<file path="src/rtl/imem_loader.sv">
// ---------------------------------------------------------------------------
// imem_loader
//   Boot-time loader for the core's instruction SRAM. It accepts a byte
//   stream made of a length byte L, then 4*(L+1) little-endian payload bytes,
//   then an XOR checksum of the payload. Each group of four bytes becomes one
//   32-bit word, which is written through the SRAM's single read/write port.
//   The core is held in reset until the image has been received and the
//   checksum has matched.
//
// Ports
//   clk         rising-edge clock
//   reset       synchronous, active-high reset
//   start       one-cycle restart request (honoured in DONE / ERR only)
//   byte_valid  source presents a byte
//   byte_data   stream byte
//   byte_ready  loader accepts the byte this cycle
//   mem_csb     SRAM chip select, active-low
//   mem_web     SRAM write enable, active-low
//   mem_addr    SRAM word address
//   mem_din     SRAM write data
//   core_reset  high while the core must stay in reset
//   done        image loaded and checksum matched
//   error       checksum mismatch
// ---------------------------------------------------------------------------
module imem_loader #(
  parameter int ADDR_W = 8
) (
  input  logic              clk,
  input  logic              reset,
  input  logic              start,
  input  logic              byte_valid,
  input  logic [7:0]        byte_data,
  output logic              byte_ready,
  output logic              mem_csb,
  output logic              mem_web,
  output logic [ADDR_W-1:0] mem_addr,
  output logic [31:0]       mem_din,
  output logic              core_reset,
  output logic              done,
  output logic              error
);

  typedef enum logic [2:0] {
    ST_LEN   = 3'd0,
    ST_DATA  = 3'd1,
    ST_WRITE = 3'd2,
    ST_CSUM  = 3'd3,
    ST_DONE  = 3'd4,
    ST_ERR   = 3'd5
  } state_t;

  state_t            state_reg;
  logic [ADDR_W-1:0] len_reg;
  logic [ADDR_W-1:0] word_idx_reg;
  logic [1:0]        byte_idx_reg;
  logic [7:0]        csum_reg;
  logic [31:0]       buf_reg;
  logic              ready_reg;
  logic              core_reset_reg;
  logic              done_reg;
  logic              error_reg;

  logic              xfer;
  logic              in_write;

  // ready_reg already tracks the accepting states; reset gates it so the
  // source never sees a handshake while the loader is being reset.
  assign byte_ready = ready_reg & ~reset;
  assign xfer       = byte_valid & ready_reg;

  // Memory side is decoded purely from registers, so nothing on byte_* can
  // reach mem_* within a cycle.
  assign in_write = (state_reg == ST_WRITE);
  assign mem_csb  = ~in_write;
  assign mem_web  = ~in_write;
  assign mem_addr = in_write ? word_idx_reg : '0;
  assign mem_din  = in_write ? buf_reg : 32'd0;

  assign core_reset = core_reset_reg;
  assign done       = done_reg;
  assign error      = error_reg;

  always_ff @(posedge clk) begin
    if (reset) begin
      state_reg      <= ST_LEN;
      len_reg        <= '0;
      word_idx_reg   <= '0;
      byte_idx_reg   <= 2'd0;
      csum_reg       <= 8'd0;
      buf_reg        <= 32'd0;
      ready_reg      <= 1'b1;
      core_reset_reg <= 1'b1;
      done_reg       <= 1'b0;
      error_reg      <= 1'b0;
    end else begin
      case (state_reg)
        ST_LEN: begin
          if (xfer) begin
            len_reg      <= ADDR_W'(byte_data);
            word_idx_reg <= '0;
            byte_idx_reg <= 2'd0;
            csum_reg     <= 8'd0;
            state_reg    <= ST_DATA;
          end
        end

        ST_DATA: begin
          if (xfer) begin
            buf_reg[{byte_idx_reg, 3'b000} +: 8] <= byte_data;
            csum_reg <= csum_reg ^ byte_data;
            if (byte_idx_reg == 2'd3) begin
              // Drop ready one cycle ahead so the write cycle accepts nothing.
              ready_reg <= 1'b0;
              state_reg <= ST_WRITE;
            end else begin
              byte_idx_reg <= byte_idx_reg + 2'd1;
            end
          end
        end

        ST_WRITE: begin
          byte_idx_reg <= 2'd0;
          ready_reg    <= 1'b1;
          // Comparing against L before incrementing means word_idx never
          // wraps, even for a full 2^ADDR_W-word image.
          if (word_idx_reg == len_reg) begin
            state_reg <= ST_CSUM;
          end else begin
            word_idx_reg <= word_idx_reg + ADDR_W'(1);
            state_reg    <= ST_DATA;
          end
        end

        ST_CSUM: begin
          if (xfer) begin
            ready_reg <= 1'b0;
            if (byte_data == csum_reg) begin
              state_reg      <= ST_DONE;
              done_reg       <= 1'b1;
              core_reset_reg <= 1'b0;
            end else begin
              state_reg <= ST_ERR;
              error_reg <= 1'b1;
            end
          end
        end

        ST_DONE, ST_ERR: begin
          if (start) begin
            state_reg      <= ST_LEN;
            ready_reg      <= 1'b1;
            core_reset_reg <= 1'b1;
            done_reg       <= 1'b0;
            error_reg      <= 1'b0;
          end
        end

        default: begin
          state_reg      <= ST_LEN;
          ready_reg      <= 1'b1;
          core_reset_reg <= 1'b1;
          done_reg       <= 1'b0;
          error_reg      <= 1'b0;
        end
      endcase
    end
  end

endmodule

</file>
<file path="config.mk">
export PLATFORM = sky130hd
export DESIGN_NAME = imem_loader
export DESIGN_NICKNAME = d
export VERILOG_FILES = /design/src/rtl/imem_loader.sv
export SDC_FILE = /design/constraint.sdc
export NUM_CORES = 1
export LEC_CHECK = 0
export BUFFER_PORTS_ARGS = -buffer_cell sky130_fd_sc_hd__buf_2
export CAP_MARGIN = 5
export CORE_ASPECT_RATIO = 1.5
export CORE_MARGIN = 4
export CORE_UTILIZATION = 60
export CTS_CLUSTER_SIZE = 40
export DETAILED_ROUTE_END_ITERATION = 8
export GPL_TIMING_DRIVEN = 0
export PLACE_DENSITY = 0.85
export SYNTH_ARGS = -nofsm -noshare
export SYNTH_HDL_FRONTEND = slang
export SYNTH_SLANG_ARGS = --single-unit
</file>
<file path="constraint.sdc">
create_clock -name clk -period 3.14 [get_ports clk]
set_input_delay 0.157 -clock clk [delete_from_list [all_inputs] [get_ports clk]]
set_output_delay 0.157 -clock clk [all_outputs]
set_load 0.01 [all_outputs]
</file>
==> metrics.md <==
| Metric | Value |
|---|---|
| Pwr per Cell Area | `442 nW/um2` |
| Io pins | `58` |
| Tightest Hold Check Type | `in2reg` |
| Share of power burned in registers | `50.0%` |
| Post-CTS sizing | `0` |
| Nets | `509` |
| Syn nets | `450` |
| CTS max path bufs | `2` |
| Synth unique cells | `45` |
| Asr flop ratio synth | `0%` |
| Initial Utilization | `61.2%` |
| Crit Path Class | `reg2out` |
| Dpl hpwl | `6.16 mm` |
| Initial antenna violation count | `0` |
| # rows | `33` |
| Number of global-route vias before repair | `3032` |
| Num Clock Sinks | `65` |
| Max Slew Vio Count | `0` |
| Ys flop type | `dfxtp_1` |
| Pint | `0.00125 W` |
| Placer Congestion | `0.890` |
| Share of cells above drive strength 1 | `17.6%` |
| Input/output buffers | `48` |
| Placed instance area | `3660 um2` |
| Post-Route Skew | `8.66 ps` |
| Final setup fails | `0` |
| Non-filler cells, final | `565` |
| Post-synth EDFFs | `0` |
| Drt drc | `0` |
| Total Wirelength | `8.81 mm` |
| CTS tree | `done` |
| Drt pass-1 iters | `5` |
| Routed Antenna Nets | `0` |
| Least-Margin Pin Slew | `953 ps` |
| Pin count of the biggest net entering global routing | `12` |
| Grt total ovfl | `0` |
| Sw frac | `26.5%` |
| Clock Tree Root | `clkbuf_8` |
| First-pass GRT wire length | `14.1 mm` |
| Final Cell Area | `3850 um2` |
| WP data arrival | `2250 ps` |
| Nature of the critical path endpoint | `output port` |
| Combinational fraction of design power | `9.2%` |
| Fmax | `415 MHz` |
| Crit-path max FO | `10` |
| Fin Hold WS | `157 ps` |
| Max cap viols | `0` |
| Clk slew on worst S/H paths | `70 ps` |
| Number of buffers created by CTS | `9` |
| Max VDD drop | `0.000363 V` |
| Pleak | `1.61 nW` |
| Post-route clock period utilization | `76.7%` |
| Setup crit start kind | `flop` |
| Sequential area share after synthesis | `39.0%` |
| Vias | `3262` |
| Width of the die | `68.9 um` |
| Inst Count DP | `549` |
| Slew Limit Headroom | `36.0%` |
| Sw power | `0.000451 W` |
| Final Hold Fails | `0` |
| Setup Total Neg Slack | `0 ps` |
| Synthesized area | `3340 um2` |
| Required time of the critical path | `2980 ps` |
| WL/cell | `15.6 um` |
| Die area | `6840 um2` |
| Unrepaired setup endpoints after global routing | `no` |
| Minimum clock period | `2410 ps` |
| Max FFs per register | `32` |
| Die Y | `99.3 um` |
| Syn avg cell area | `7.74 um2` |
| Ant. Diodes | `0` |
| Status | `finished, final reports clean` |
| DR iter-0 viols | `207` |
| Clock network power share | `40.9%` |
| Core area | `5450 um2` |
| Flops & latches, synth | `65` |
| Cells after Synth | `431` |
| Area growth, synth to finish | `15.5%` |
| Total Power Consumption | `0.00170 W` |
| Clock Latency Late Sink | `350 ps` |
| Post-CTS setup buffer count | `0` |
| H-Tree Depth | `3` |
| Via/cell ratio | `5.77` |
| CTS Hold Bufs | `0` |
| Ys Warns | `0` |
| GRT Total Usage | `27.0%` |
## power groups by stage
stage	combinational, W	sequential (W)	clock (W)
3_5_place_dp	0.000152	0.000870	0
5_1_grt	0.000171	0.000853	0.000732
4_1_cts	0.000153	0.000851	0.000697
2_1_floorplan	0.000113	0.000867	0
6_report	0.000156	0.000851	0.000696
3_3_place_gp	0.000149	0.000869	0
## Yosys cell counts, types with 2 or more instances
cell type / instances / area, um2
a31oi_1: 8 / 50.1
a21oi_1: 60 / 300
nand3_1: 33 / 165
o21ai_0: 20 / 100
nor3_1: 3 / 15.0
nor3b_2: 2 / 25.0
nor4_2: 2 / 25.0
nand3b_1: 8 / 60.1
nor4_1: 2 / 12.5
a31o_2: 3 / 26.3
dfxtp_1: 65 / 1300
ha_1: 7 / 87.6
buf_2: 6 / 30.0
or3_1: 3 / 18.8
inv_1: 6 / 22.5
nor2b_1: 2 / 12.5
nand2_1: 63 / 236
clkbuf_1: 24 / 90.1
nor3b_1: 3 / 22.5
nor2_1: 16 / 60.1
buf_4: 2 / 15.0
and2_1: 44 / 275
nand4_1: 12 / 75.1
xor2_1: 16 / 140
## cells in the final DEF, fill, tap and decap left out, types with 3 or more instances in the layout
cell type  synthesis  routed
nand2_1           63      63
nor3_1             3       3
ha_1               7       7
xor2_1            16      16
a31oi_1            8       8
o21ai_0           20      20
clkbuf_8           0       9
nand4_1           12      12
nand3b_1           8       8
nor3b_1            3       3
dfxtp_1           65      65
nand3_1           33      33
or3_1              3       3
nor2_1            16      16
a21oi_1           60      60
clkbuf_1          24      26
and2_1            44      44
a31o_2             3       3
inv_1              6       6
buf_2              6      54
## through the flow
step / util (%) / worst slack (ps)
after global routing: 70.7 / 624
after detailed placement: 67.2 / 998
after global placement: 67.2 / 1050
final: 70.7 / 732
after floorplan: - / 1380
after CTS: 70.7 / 744
## cell families after synthesis
group                      Yosys count  synth area share (%)
DFF                                 65                  39.0
AOI/OAI and AO/OA                   99                  16.3
buffers and inverters               39                  5.06
adders and majority gates            7                  2.63
and+or+nand+nor                    203                  32.1
xor gates and xnor gates            16                  4.20
muxes                                2                 0.638
## critical path, cell delays in order, from the launching register on
cell and delay, ps:
dfxtp_1 350, buf_4 170, nor3b_2 620, clkbuf_1 420, and2_1 210, buf_2 140
## final timing paths
kind	startpoint	to	slack, ps	depth (start not counted)
worst min-delay path	byte_data[0]	len_reg[0]	160	3
worst min register to register	buf_reg[27]	buf_reg[27]	450	2
worst max-delay path	state_reg[1]	mem_din[0]	730	5
worst max register to register	byte_idx_reg[0]	buf_reg[14]	860	5
## metal layers
metal | global-route usage (%) | vias to the layer above | part of all wire [%]
met1 | 32.5 | 1546 | 41
met4 | 9.61 | 0 | 1.8
met3 | 4.75 | 17 | 5.3
met5 | 0 | - | 0
li1 | - | 1594 | -
met2 | 46.7 | 105 | 52
## area by class of cell
type	instances	area (um2)
buffer	33	146
inverter	6	22.5
clock inverter	5	56.3
sequential	65	1300
timing repair buffer	48	240
clock buffer	11	131
fill	486	1600
tap	70	87.6
multi-input combinational	327	1870
Power figures use the tool's default switching activity.
